===== config.mk =====
export PLATFORM = sky130hd
export DESIGN_NAME = fetch_stage
export DESIGN_NICKNAME = d
export VERILOG_FILES = /design/src/rtl/fetch_stage.sv
export SDC_FILE = /design/constraint.sdc
export NUM_CORES = 1
export LEC_CHECK = 0
export ABC_AREA = 1
export BUFFER_PORTS_ARGS = -buffer_cell sky130_fd_sc_hd__buf_4
export CELL_PAD_IN_SITES_DETAIL_PLACEMENT = 1
export CELL_PAD_IN_SITES_GLOBAL_PLACEMENT = 1
export CORE_MARGIN = 2
export CORE_UTILIZATION = 24
export DETAILED_ROUTE_END_ITERATION = 6
export PLACE_DENSITY = 0.63
export SLEW_MARGIN = 10
export SYNTH_ARGS = -nofsm -noshare
export SYNTH_HDL_FRONTEND = slang
export SYNTH_SLANG_ARGS = --single-unit

===== constraint.sdc =====
create_clock -name clock -period 4.55 [get_ports clock]
set_input_delay 0 -clock clock [delete_from_list [all_inputs] [get_ports clock]]
set_output_delay 0 -clock clock [all_outputs]
set_load 0.01 [all_outputs]

===== src/rtl/fetch_stage.sv =====
// fetch_stage: PC owner, instruction-memory handshake and IF/ID register with branch/jump redirect.
module fetch_stage #(
  parameter logic [31:0] RESET_PC = 32'h0000_0000
) (
  input  logic        clock,
  input  logic        reset,
  input  logic        stall,
  input  logic [1:0]  selbrjumpz,
  input  logic [1:0]  selpctype,
  input  logic        compout,
  input  logic [31:0] rs_value,
  input  logic [31:0] imem_data,
  input  logic        imem_ready,
  output logic        imem_read,
  output logic [31:0] imem_addr,
  output logic [31:0] ifid_instr,
  output logic [31:0] ifid_pcplus4,
  output logic        ifid_valid,
  output logic [5:0]  op,
  output logic [5:0]  fn
);
  typedef enum logic [1:0] {REQ, KILL, HOLD} state_t;
  state_t state_q, state_d;
  logic [31:0] pc_q, pc_d, pending_pc_q, pending_pc_d, hold_q, hold_d;
  logic [31:0] ifid_instr_q, ifid_instr_d, ifid_pcplus4_q, ifid_pcplus4_d;
  logic        ifid_valid_q, ifid_valid_d;
  logic        redirect;
  logic [31:0] target, br_offset;
  assign br_offset = {{14{ifid_instr_q[15]}}, ifid_instr_q[15:0], 2'b00};
  assign redirect  = ifid_valid_q & ~stall & (selpctype != 2'b11) &
                     ((selbrjumpz == 2'b01) | ((selbrjumpz == 2'b10) & compout));
  assign target    = selpctype == 2'b00 ? ifid_pcplus4_q + br_offset :
                     selpctype == 2'b01 ? rs_value :
                     {ifid_pcplus4_q[31:28], ifid_instr_q[25:0], 2'b00};
  always_ff @(posedge clock) begin
    if (reset) begin
      state_q        <= REQ;
      pc_q           <= RESET_PC;
      pending_pc_q   <= '0;
      hold_q         <= '0;
      ifid_instr_q   <= '0;
      ifid_pcplus4_q <= '0;
      ifid_valid_q   <= 1'b0;
    end else begin
      state_q        <= state_d;
      pc_q           <= pc_d;
      pending_pc_q   <= pending_pc_d;
      hold_q         <= hold_d;
      ifid_instr_q   <= ifid_instr_d;
      ifid_pcplus4_q <= ifid_pcplus4_d;
      ifid_valid_q   <= ifid_valid_d;
    end
  end
  // An unstalled ID slot always drains; it becomes a bubble unless a new instruction lands below.
  always_comb begin
    state_d        = state_q;
    pc_d           = pc_q;
    pending_pc_d   = pending_pc_q;
    hold_d         = hold_q;
    ifid_instr_d   = stall ? ifid_instr_q : '0;
    ifid_pcplus4_d = ifid_pcplus4_q;
    ifid_valid_d   = stall ? ifid_valid_q : 1'b0;
    case (state_q)
      REQ: begin
        if (imem_ready) begin
          if (redirect) begin
            pc_d = target;
          end else if (stall) begin
            hold_d  = imem_data;
            state_d = HOLD;
          end else begin
            ifid_instr_d   = imem_data;
            ifid_pcplus4_d = pc_q + 32'd4;
            ifid_valid_d   = 1'b1;
            pc_d           = pc_q + 32'd4;
          end
        end else if (redirect) begin
          pending_pc_d = target;
          state_d      = KILL;
        end
      end
      KILL: begin
        if (imem_ready) begin
          pc_d    = pending_pc_q;
          state_d = REQ;
        end
      end
      HOLD: begin
        if (redirect) begin
          pc_d    = target;
          state_d = REQ;
        end else if (!stall) begin
          ifid_instr_d   = hold_q;
          ifid_pcplus4_d = pc_q + 32'd4;
          ifid_valid_d   = 1'b1;
          pc_d           = pc_q + 32'd4;
          state_d        = REQ;
        end
      end
      default: state_d = REQ;
    endcase
  end
  always_comb begin
    imem_read = ~reset & (state_q != HOLD);
    imem_addr = pc_q;
  end
  assign ifid_instr   = ifid_instr_q;
  assign ifid_pcplus4 = ifid_pcplus4_q;
  assign ifid_valid   = ifid_valid_q;
  assign op           = ifid_instr_q[31:26];
  assign fn           = ifid_instr_q[5:0];
endmodule


==> impl_results.md, run 1 <==
- Via density: 4.93
- Min Tclk post-route: 3.09 ns
- Detailed-route via count: 11,400
- H-tree Lvls: 4
- Mean cell area of the mapped netlist: 6.44 µm²
- Clock insertion delay at the later pin of the skew report: 0.45 ns
- Overall overflow remaining after global route: 0
- Number of antenna violations at the first check in global routing: 0
- Post-detailed-route wirelength per cell: 19.7 µm
- Resized Gates After CTS: 0
- Largest buffer count on any clock path: 2
- Class of the most critical hold timing path: in -> reg
- Highest-count cells in the layout ignoring fill and taps: nand2_1 (394), inv_1 (211), buf_4 (190)
- Most common cell after layout, fill and taps aside: nand2_1
- Setup repair after global routing missed its margin: false
- Highest achievable clock rate: 324 MHz
- Final cycle utilization of the critical path: 67.9%
- Global-route usage over all layers: 20.5%
- Launch point of the worst hold path: rs_value[9]
- Critical Path Fanout Max: 42
- Height of the die: 212 µm
- Post-synthesis instance area: 0.0103 mm²
- Clock root cell: clkbuf_16
- Number of pins with negative max-slew slack in the final report: 0
- Count of input and output buffers: 182
- Die area: 0.0447 mm²
- Critical R2R Launch: state_q[0]$_SDFFE_PP0P_
- Critical path endpoint category: flip-flop
- Fraction of power consumed by the clock network: 39.1%
- Filler instances: 5,517
- Clock-pin transition on the worst setup and hold timing paths: 0.07 ns
- Number of enable flip-flop cells after synthesis: 0
- Post-CTS setup buffer count: 0
- Arrival time of the worst setup path: 3.43 ns
- Crit path buf inv count: 3
- Power Internal: 2.60 mW
- Synth unique cells: 47
- Number of hold-repair buffers added at the cts stage: 33
- Total negative slack: 0 ns
- Part of the power in registers: 42.5%
- Required time worst endpoint: 4.89 ns
- Delay of the slowest critical-path stage: 0.79 ns
- Core Box Area: 0.0428 mm²
- DRT Pass-1 Iters: 4
- Final count of hold timing violations: 0
- Mapped Nets: 1,709
- Post-synth top area cell: dfxtp_1
- Synth async-reset ratio: 0%
- X dimension of the die: 212 µm
- Most area-consuming cells after synthesis: dfxtp_1 (32%), nand2_1 (14%), a21oi_1 (8.2%)
- Number of storage elements in the synthesis netlist: 163
- Area growth, synth to finish: 25.0%
- Cell Chain, Critical Path: nand2_2 > inv_2 > nand2_1 > o211ai_2 > inv_2 > o21a_1 > nand2_1 > inv_1
- Initial core utilization: 24.2%
- Pin count of the biggest net entering global routing: 70
- Ant. Diodes: 0
- Instance count of the mapped netlist: 1,605
- Fraction of final layout cells sized beyond drive strength 1: 14.8%
- Number of clock sinks: 163
- Count of routing violations after the opening detailed-route iteration: 648
- Setup Skew: 0.0108 ns
- Final Hold Slack: 0.0110 ns
- Transition at the pin with the smallest max-transition slack: 1.25 ns
- Worst-case headroom to the max-slew limit: 16.8%
- GP Congestion: 0.890
- Crit start category: flip-flop
- Aggregate routed wire length: 45,700 µm
- Run status: finished, final reports clean
- Proportion of power drawn by combinational gates: 18.4%
- Reported max-cap violation count: 0
- Prevailing post-synth register cell: dfxtp_1
- Sum of net half-perimeters after detailed placement: 34,900 µm
- Total design power: 3.79 mW
- Final setup violation count: 0
- Switching pwr: 1.19 mW
- Static leakage power: 6.17 nW
- Max stage delay cell, worst path: inv_2
- Sw frac: 31.3%
- Global-route wire length before repair: 69,700 µm
- Std cell rows: 76
- Worst setup path startpoint: state_q[0]$_SDFFE_PP0P_
- Clock tree from TritonCTS: yes
- Vias in the first global route: 11,500
- CTS buffer count: 17
- Detail Route Antenna Nets: 0
- Portion of the post-synthesis area used by sequential elements: 31.6%
- DRC violations left: 0
- Total number of yosys warnings: 0
- Post-layout nets: 1,865
- Critical Setup Path Class: reg -> reg
- Largest voltage drop on the vdd net: 275 µV
- Kind of cell with the highest combined delay on the critical path: buffers and inverters
- Area share of the largest cell type after synthesis: 31.6%
- Boundary Pins: 183
- Power density over the cells: 293 mW/mm²
[cell type report]
type,count,area [µm²],area share (%)
Clock buffer,19,433,3.35
Clock inverter,13,146,1.13
Inverter,230,863,6.68
Multi-Input combinational cell,1126,5770,44.7
Sequential cell,163,3260,25.3
Tap cell,546,683,5.29
Timing Repair Buffer,223,1760,13.6
[cell families after synthesis]
logic type               synth area share [%]
AND/OR/NAND/NOR                          28.4
XOR/XNOR                                 1.44
AO/OA/AOI/OAI                            22.1
buffers and inverters                    12.7
adder cells (fa/ha/maj)                  3.83
flip-flops                               31.6
[flip-flops by register name, indices dropped and copies added, names as in the netlist]
register and cells:
hold_q 32, state_q 2, ifid_pcplus4 32, pending_pc_q 32
imem_addr 32, ifid_valid 1, ifid_instr 32
[power by group through the flow]
| stage | combinational [mW] | sequential (mW) | clock [mW] |
|---|---|---|---|
| after floorplan | 0.371 | 1.62 | 0 |
| after global placement | 0.665 | 1.64 | 0 |
| after detailed placement | 0.677 | 1.65 | 0 |
| after CTS | 0.704 | 1.61 | 1.51 |
| after global routing | 0.774 | 1.62 | 1.57 |
| final | 0.697 | 1.61 | 1.48 |
[worst register-to-register path: stages (launching register included)]
cell and delay, ns:
dfxtp_1 0.43, nand2_2 0.40, inv_2 0.79, nand2_1 0.23, o211ai_2 0.37, inv_2 0.39
o21a_1 0.29, nand2_1 0.07, inv_1 0.03
[cell usage after synthesis (3+ instances only)]
library cell	n
nand4_1	12
or2_1	5
buf_6	4
xor2_1	15
clkbuf_1	43
o211ai_1	30
or2_2	4
nor3_1	14
buf_2	20
nand2_2	5
a22o_1	32
nand3_1	127
nor2_1	94
nor2_2	5
clkinv_1	4
a21oi_1	170
buf_4	15
nor2_4	3
nand3b_1	6
o21bai_1	18
nand2_1	394
a221oi_1	7
o21ai_0	126
inv_1	212
dfxtp_1	163
and2_1	3
nor3_2	4
ha_1	30
inv_2	14
[through the flow]
step           cells  worst slack [ns]  area (µm²)  utilization, %
2_1_floorplan   1605              2.45       10300               -
3_3_place_gp    2255              1.61       12000            28.1
3_5_place_dp    2255              1.53       12000            28.1
4_1_cts         2320              1.52       12900            30.2
5_1_grt         2320              1.25       12900            30.2
6_report        2320              1.46       12900            30.2
[path summary, 6_finish.rpt]
check             cells after the start                           end  slack, ns
setup reg to reg                      8    imem_addr[31]$_SDFFE_PP0P_       1.46
hold reg to reg                       2       hold_q[12]$_SDFFE_PP0P_       0.45
hold / removal                        5  pending_pc_q[9]$_SDFFE_PP0P_       0.01
setup / recovery                      8    imem_addr[31]$_SDFFE_PP0P_       1.46
[metal layers]
metal / wire length, µm / GRT usage (%) / vias up / part of all wire (%)
li1: - / - / 5575 / -
met1: 21000 / 27.0 / 5553 / 46
met2: 21300 / 33.9 / 268 / 47
met3: 2260 / 3.81 / 46 / 4.9
met4: 1110 / 6.14 / 0 / 2.4
met5: 0 / 0 / - / 0
(Power assumes the default switching activity.)
==> run 2: changes to the inputs <==
PLACE_DENSITY = 0.65   (was 0.63)
clock period = 2.74 ns   (was 4.55 ns; I/O delays follow)
==> run 2 against run 1 <==
Final cell count rose by 1.4%. Combinational power rose by 82%. Sequential cell count did not move. Non-clock buffer count rose by 34. Wire length rose by 2.3%. Register-to-register slack got worse by 1.2 ns.
==> impl_results.md, run 2 (synthesized netlist as in run 1, its figures left out) <==
- Vias in the first global route: 11,900 (+2.9%)
- GP Congestion: 0.877 (-1.4%)
- Pin count of the biggest net entering global routing: 85 (+21%)
- Final setup slack of the worst path: 0.272 ns (-1.19 ns)
- Boundary Pins: 183 (unchanged)
- Height of the die: 212 µm (unchanged)
- Post-layout nets: 1,899 (+1.8%)
- Clock tree from TritonCTS: yes
- DRC violations left: 0 (unchanged)
- X dimension of the die: 212 µm (unchanged)
- Power density over the cells: 478 mW/mm² (+63%)
- Largest buffer count on any clock path: 2 (unchanged)
- CTS buffer count: 17 (unchanged)
- Highest-count cells in the layout ignoring fill and taps: nand2_1 (394), buf_4 (218), inv_1 (211)
- Worst-case headroom to the max-slew limit: 47.0% (+30 points)
- Ant. Diodes: 0 (unchanged)
- Largest voltage drop on the vdd net: 331 µV (+20%)
- Global-route wire length before repair: 71,400 µm (+2.4%)
- Fraction of final layout cells sized beyond drive strength 1: 16.3% (+1.5 points)
- Critical Setup Path Class: reg -> reg
- Cell depth of the worst flop-to-flop path: 12 (+4)
- Area growth, synth to finish: 27.8%
- Count of input and output buffers: 182 (unchanged)
- Filler instances: 5,419 (-1.8%)
- Number of pins with negative max-slew slack in the final report: 0 (unchanged)
- Post-detailed-route wirelength per cell: 19.9 µm (+0.87%)
- Core Box Area: 0.0428 mm² (unchanged)
- Number of clock sinks: 163 (unchanged)
- Number of antenna violations at the first check in global routing: 0 (unchanged)
- Run status: finished, final reports clean
- Highest achievable clock rate: 405 MHz (+25%)
- Final setup violation count: 0 (unchanged)
- Arrival time of the worst setup path: 2.82 ns (-0.61 ns)
- Critical path endpoint category: flip-flop
- Via density: 4.96 (+0.55%)
- Count of routing violations after the opening detailed-route iteration: 761 (+17%)
- Sum of net half-perimeters after detailed placement: 35,800 µm (+2.6%)
- Aggregate routed wire length: 46,700 µm (+2.3%)
- Std cell rows: 76 (unchanged)
- Min Tclk post-route: 2.47 ns (-0.621 ns)
- Final cycle utilization of the critical path: 90.1% (+22 points)
- Pre-CTS worst setup slack: 0.214 ns (-1.31 ns)
- Setup Skew: 0.0147 ns (+0.00384 ns)
- Required time worst endpoint: 3.09 ns (-1.80 ns)
- Transition at the pin with the smallest max-transition slack: 0.794 ns (-0.452 ns)
- Post-CTS setup buffer count: 0 (unchanged)
- Global-route usage over all layers: 21.1% (+0.60 points)
- Detail Route Antenna Nets: 0 (unchanged)
- Crit start category: flip-flop
- Clock-pin transition on the worst setup and hold timing paths: 0.07 ns (about the same)
- Critical Path Fanout Max: 17 (-60%)
- Most common cell after layout, fill and taps aside: nand2_1
- Class of the most critical hold timing path: in -> reg
- Final count of hold timing violations: 0 (unchanged)
- Static leakage power: 6.32 nW (+2.5%)
- Detailed-route via count: 11,700 (+2.0%)
- H-tree Lvls: 4 (unchanged)
- Overall overflow remaining after global route: 0 (unchanged)
- Setup repair after global routing missed its margin: false
- Clock insertion delay at the later pin of the skew report: 0.46 ns (about the same)
- Die area: 0.0447 mm² (unchanged)
- Cell depth of the worst min-delay path: 5 (unchanged)
- Clock root cell: clkbuf_16
- Slack of the worst reg-to-reg path: 0.27 ns (-1.19 ns)
- Initial core utilization: 24.2% (unchanged)
- Reported max-cap violation count: 0 (unchanged)
- Total negative slack: 0 ns (unchanged)
- DRT Pass-1 Iters: 5 (+1)
[run 2: cell types whose count changed in the layout (fill, tap and decap cells not counted), sizes merged]
cell,before,now
buf,190,221
dlygate4sd3,33,36
inv,233,228
clkbuf,19,21
bufinv,2,1
clkinvlp,0,3
[run 2: final timing paths]
path / from / endpoint
max: ifid_instr[15]$_SDFF_PP0_ / imem_addr[26]$_SDFFE_PP0P_
min: rs_value[10] / pending_pc_q[10]$_SDFFE_PP0P_
max reg2reg: ifid_instr[15]$_SDFF_PP0_ / imem_addr[26]$_SDFFE_PP0P_
min reg2reg: hold_q[7]$_SDFFE_PP0P_ / hold_q[7]$_SDFFE_PP0P_
[run 2: timing repair]
action,CTS,global route
resized for setup,0,2
endpoints found under the setup margin,0,2
hold buffers,36,0
hold endpoints to repair,67,0
[run 2: where the power goes]
group | leakage [nW] | switching [mW] | internal (mW)
registers | 1.33 | 0.138 | 2.49
logic | 4.72 | 0.761 | 0.504
clock network | 0.266 | 1.12 | 1.30
[run 2: worst max-delay path: stages, from the launching register on]
cell,delay (ns)
dfxtp_1,0.34
buf_12,0.16
ha_1,0.38
nand2_1,0.12
nor2_1,0.19
inv_1,0.10
nor3_1,0.28
nand3_1,0.17
nand4_1,0.12
nand3_1,0.14
nand3_1,0.10
nand2_1,0.05
a21oi_1,0.19
[run 2: area by class of cell]
cell class,count,area [µm²],share of cell area [%]
clock inverter,10,97.6,0.739
inverter,230,865,6.55
clock buffer,21,460,3.49
timing repair buffer,257,2060,15.6
tap,546,683,5.17
multi-input combinational,1126,5780,43.8
sequential,163,3260,24.7
[run 2: per-layer routing]
metal	global-route usage (%)	up-vias	wire, µm
li1	-	5631	-
met1	27.5	5664	21000
met2	34.3	321	21400
met3	4.33	53	2750
met4	7.75	0	1530
met5	0	-	0
[run 2: stage by stage]
| step | instance area [µm²] | utilization [%] | hold WS, ns | std cells | power [mW] |
|---|---|---|---|---|---|
| after floorplan | 10300 | - | 0.147 | 1605 | 3.30 |
| after global placement | 12300 | 28.7 | 0.274 | 2286 | 3.89 |
| after detailed placement | 12300 | 28.7 | 0.283 | 2286 | 3.91 |
| after CTS | 13200 | 30.8 | 0.00254 | 2353 | 6.35 |
| after global routing | 13200 | 30.9 | 0.00989 | 2353 | 6.57 |
| final | 13200 | 30.9 | 0.00581 | 2353 | 6.31 |
==> run 3: changes to the inputs <==
ABC_AREA = default   (was 1)
PLACE_DENSITY = 0.64   (was 0.65)
==> run 3 against run 2 <==
The run now ends with setup timing left. Fmax is 18% lower. Largest cell class unchanged. Worst setup slack worse by 0.55 ns. Synthesized area is 11% lower. Largest power group unchanged. Hold slack worse by 0.0057 ns.
==> impl_results.md, run 3 <==
- Static leakage power: 5.41 nW (-14%)
- Mean cell area of the mapped netlist: 7.60 µm² (+18%)
- Power density over the cells: 482 mW/mm² (+0.82%)
- Detailed-route via count: 10,100 (-14%)
- Arrival time of the worst setup path: 3.32 ns (+0.50 ns)
- Required time worst endpoint: 3.05 ns (-0.04 ns)
- H-tree Lvls: 4 (unchanged)
- Mapped Nets: 1,308 (-23%)
- Post-Layout Cell Count: 2,016 (-14%)
- Critical Path Fanout Max: 3 (-14)
- Count of input and output buffers: 182 (unchanged)
- Instance count of the mapped netlist: 1,204 (-25%)
- Portion of the post-synthesis area used by sequential elements: 35.7% (+4.1 points)
- DRC violations left: 0 (unchanged)
- DRT Pass-1 Iters: 5 (unchanged)
- Clock root cell: clkbuf_16
- GP Congestion: 0.876 (-0.17%)
- Fraction of power consumed by the clock network: 39.5% (+1.2 points)
- Clock-pin transition on the worst setup and hold timing paths: 0.08 ns (about the same)
- Core Box Area: 0.0376 mm² (-12%)
- Largest buffer count on any clock path: 2 (unchanged)
- Clock tree from TritonCTS: yes
- Most area-consuming cells after synthesis: dfxtp_1 (36%), a21oi_1 (8.1%), nand2_1 (7.1%)
- X dimension of the die: 199 µm (-5.8%)
- Ant. Diodes: 0 (unchanged)
- Final count of hold timing violations: 0 (unchanged)
- Cell Chain, Critical Path: ha_4 > fa_2 > a21o_1 > a221oi_4 > o221ai_2 > a221oi_4 > o221ai_2 > a211oi_2 > xor2_1 > a21oi_2 > buf_4 > nand2_2 > a21oi_2
- Height of the die: 199 µm (-5.8%)
- Critical Setup Path Class: reg -> reg
- Max stage delay cell, worst path: dfxtp_2
- Die area: 0.0397 mm² (-11%)
- Kind of cell with the highest combined delay on the critical path: compound AO/OA/AOI/OAI gates
- Number of enable flip-flop cells after synthesis: 0 (unchanged)
- Total number of yosys warnings: 0 (unchanged)
- Violations in the final reports: setup timing
- Initial core utilization: 24.3% (+0.19 points)
- Min Tclk post-route: 3.01 ns (+0.546 ns)
- Crit start category: flip-flop
- Number of antenna violations at the first check in global routing: 2 (+2)
- Via density: 5.00 (+0.74%)
- Overall overflow remaining after global route: 0 (unchanged)
- Detail Route Antenna Nets: 0 (unchanged)
- Vias in the first global route: 10,200 (-14%)
- Largest voltage drop on the vdd net: 407 µV (+23%)
- Sw frac: 31.2% (-0.71 points)
- Worst-case headroom to the max-slew limit: 60.5% (+13 points)
- Area growth, synth to finish: 46.5%
- Part of the power in registers: 39.9% (-1.8 points)
- Final setup violation count: 18 (+18)
- Number of storage elements in the synthesis netlist: 163 (unchanged)
- Proportion of power drawn by combinational gates: 20.7% (+0.7 points)
- Switching pwr: 2.02 mW (about the same)
- Delay of the slowest critical-path stage: 0.34 ns (-0.04 ns)
- Post-detailed-route wirelength per cell: 20.5 µm (+3.4%)
- Area share of the largest cell type after synthesis: 35.7% (+4.1 points)
- Global-route usage over all layers: 20.9% (-0.14 points)
- Prevailing post-synth register cell: dfxtp_1
- Most common cell after layout, fill and taps aside: buf_4
- Critical path endpoint category: flip-flop
- Final cycle utilization of the critical path: 110% (+20 points)
- Final setup slack of the worst path: -0.274 ns (-0.546 ns)
- Total design power: 6.46 mW (+2.4%)
- Count of placed standard cells including taps: 1,934 (-15%)
- Reported max-cap violation count: 0 (unchanged)
- Boundary Pins: 183 (unchanged)
- Transition at the pin with the smallest max-transition slack: 0.587 ns (-0.207 ns)
- Crit path buf inv count: 1 (-1)
- Synth unique cells: 70 (+49%)
- Pin count of the biggest net entering global routing: 116 (+36%)
- Leading cell type by number of instances after synthesis: nand2_1
- Setup repair after global routing missed its margin: true
- Setup Skew: 0.0166 ns (+0.00193 ns)
- Global-route wire length before repair: 62,900 µm (-12%)
- Synth async-reset ratio: 0% (unchanged)
- Pre-CTS worst setup slack: -0.289 ns (-0.503 ns)
- Power Internal: 4.45 mW (+3.4%)
- Std cell rows: 71 (-6.6%)
- Highest achievable clock rate: 332 MHz (-18%)
- Clock insertion delay at the later pin of the skew report: 0.45 ns (about the same)
- Post-synth top area cell: dfxtp_1
- Sum of net half-perimeters after detailed placement: 29,800 µm (-17%)
- Count of routing violations after the opening detailed-route iteration: 545 (-28%)
- Post-synth top cells: nand2_1 (173), dfxtp_1 (163), a21oi_1 (148), nor2_1 (128), clkbuf_1 (78)
- Class of the most critical hold timing path: in -> reg
- CTS buffer count: 17 (unchanged)
- Number of clock sinks: 163 (unchanged)
- Run status: complete, but fails checks
- Aggregate routed wire length: 41,400 µm (-11%)
- Fraction of final layout cells sized beyond drive strength 1: 30.9% (+15 points)
- Highest-count cells in the layout ignoring fill and taps: buf_4 (326), nand2_1 (170), dfxtp_1 (152)
- Post-layout nets: 1,597 (-16%)
- Post-synthesis instance area: 0.00915 mm² (-11%)
- Number of pins with negative max-slew slack in the final report: 0 (unchanged)
run 3: cell type report:
class | instances | area, µm²
fillers | 4486 | 24200
well taps | 511 | 639
clock buffers | 17 | 425
flip-flops and latches | 163 | 3280
inverters | 14 | 52.6
clock inverters | 14 | 168
repair buffers | 375 | 3020
multi-input cells | 922 | 5820
run 3: kinds of logic after synthesis:
family                     after synthesis  synth area share (%)
AOI/OAI and AO/OA                      379                  26.7
adders and majority gates               31                  4.32
buffers and inverters                  119                  5.57
DFF                                    163                  35.7
xor gates and xnor gates                51                  4.88
muxes                                   11                  1.20
and+or+nand+nor                        450                  21.7
run 3: repair_timing:
| item | in CTS | in global routing |
|---|---|---|
| pin swaps | 21 | 19 |
| hold endpoints to repair | 53 | 0 |
| setup buffers | 8 | 7 |
| hold buffers | 37 | 0 |
| gates resized for setup | 58 | 39 |
| endpoints found under the setup margin | 29 | 39 |
run 3: through the flow:
step	hold WS, ns	TNS (ns)	utilization (%)	cell area (µm²)
after global placement	0.206	-2.71	31.7	11900
after floorplan	0.0915	-0.521	-	9190
after detailed placement	0.212	-4.70	31.7	11900
final	0.000107	-2.65	35.7	13400
after CTS	0.00226	-2.61	35.1	13200
after global routing	0.0337	-5.77	35.7	13400
run 3: final timing paths:
| kind | startpoint | endpoint | slack, ns | cells past startpoint |
|---|---|---|---|---|
| hold / removal | rs_value[10] | pending_pc_q[10]$_SDFFE_PP0P_ | 0.0001 | 5 |
| setup / recovery | ifid_instr[0]$_SDFF_PP0_ | pending_pc_q[26]$_SDFFE_PP0P_ | -0.27 | 13 |
| hold reg to reg | pending_pc_q[25]$_SDFFE_PP0P_ | pending_pc_q[25]$_SDFFE_PP0P_ | 0.45 | 2 |
| setup reg to reg | ifid_instr[0]$_SDFF_PP0_ | pending_pc_q[26]$_SDFFE_PP0P_ | -0.27 | 13 |
run 3: power by group through the flow:
stage,Clock (mW),Sequential [mW],Combinational (mW)
after detailed placement,0,2.63,1.22
after CTS,2.59,2.58,1.31
after floorplan,0,2.63,0.577
after global placement,0,2.62,1.20
final,2.55,2.58,1.33
after global routing,2.69,2.59,1.45
run 3: per-layer routing:
metal | GRT usage (%) | share of wire, % | up-vias
met2 | 34.0 | 46 | 219
met3 | 3.63 | 5.0 | 29
met5 | 0 | 0.039 | -
li1 | - | - | 4866
met4 | 4.95 | 1.2 | 2
met1 | 28.7 | 48 | 4956
run 3: worst register-to-register path: cells and delay by family, from the launching register on:
kind | cells | cell delay (ns)
AOI/OAI and AO/OA | 8 | 1.61
xor gates and xnor gates | 1 | 0.21
adders and majority gates | 2 | 0.50
buffers and inverters | 1 | 0.15
DFF | 1 | 0.34
and+or+nand+nor | 1 | 0.06
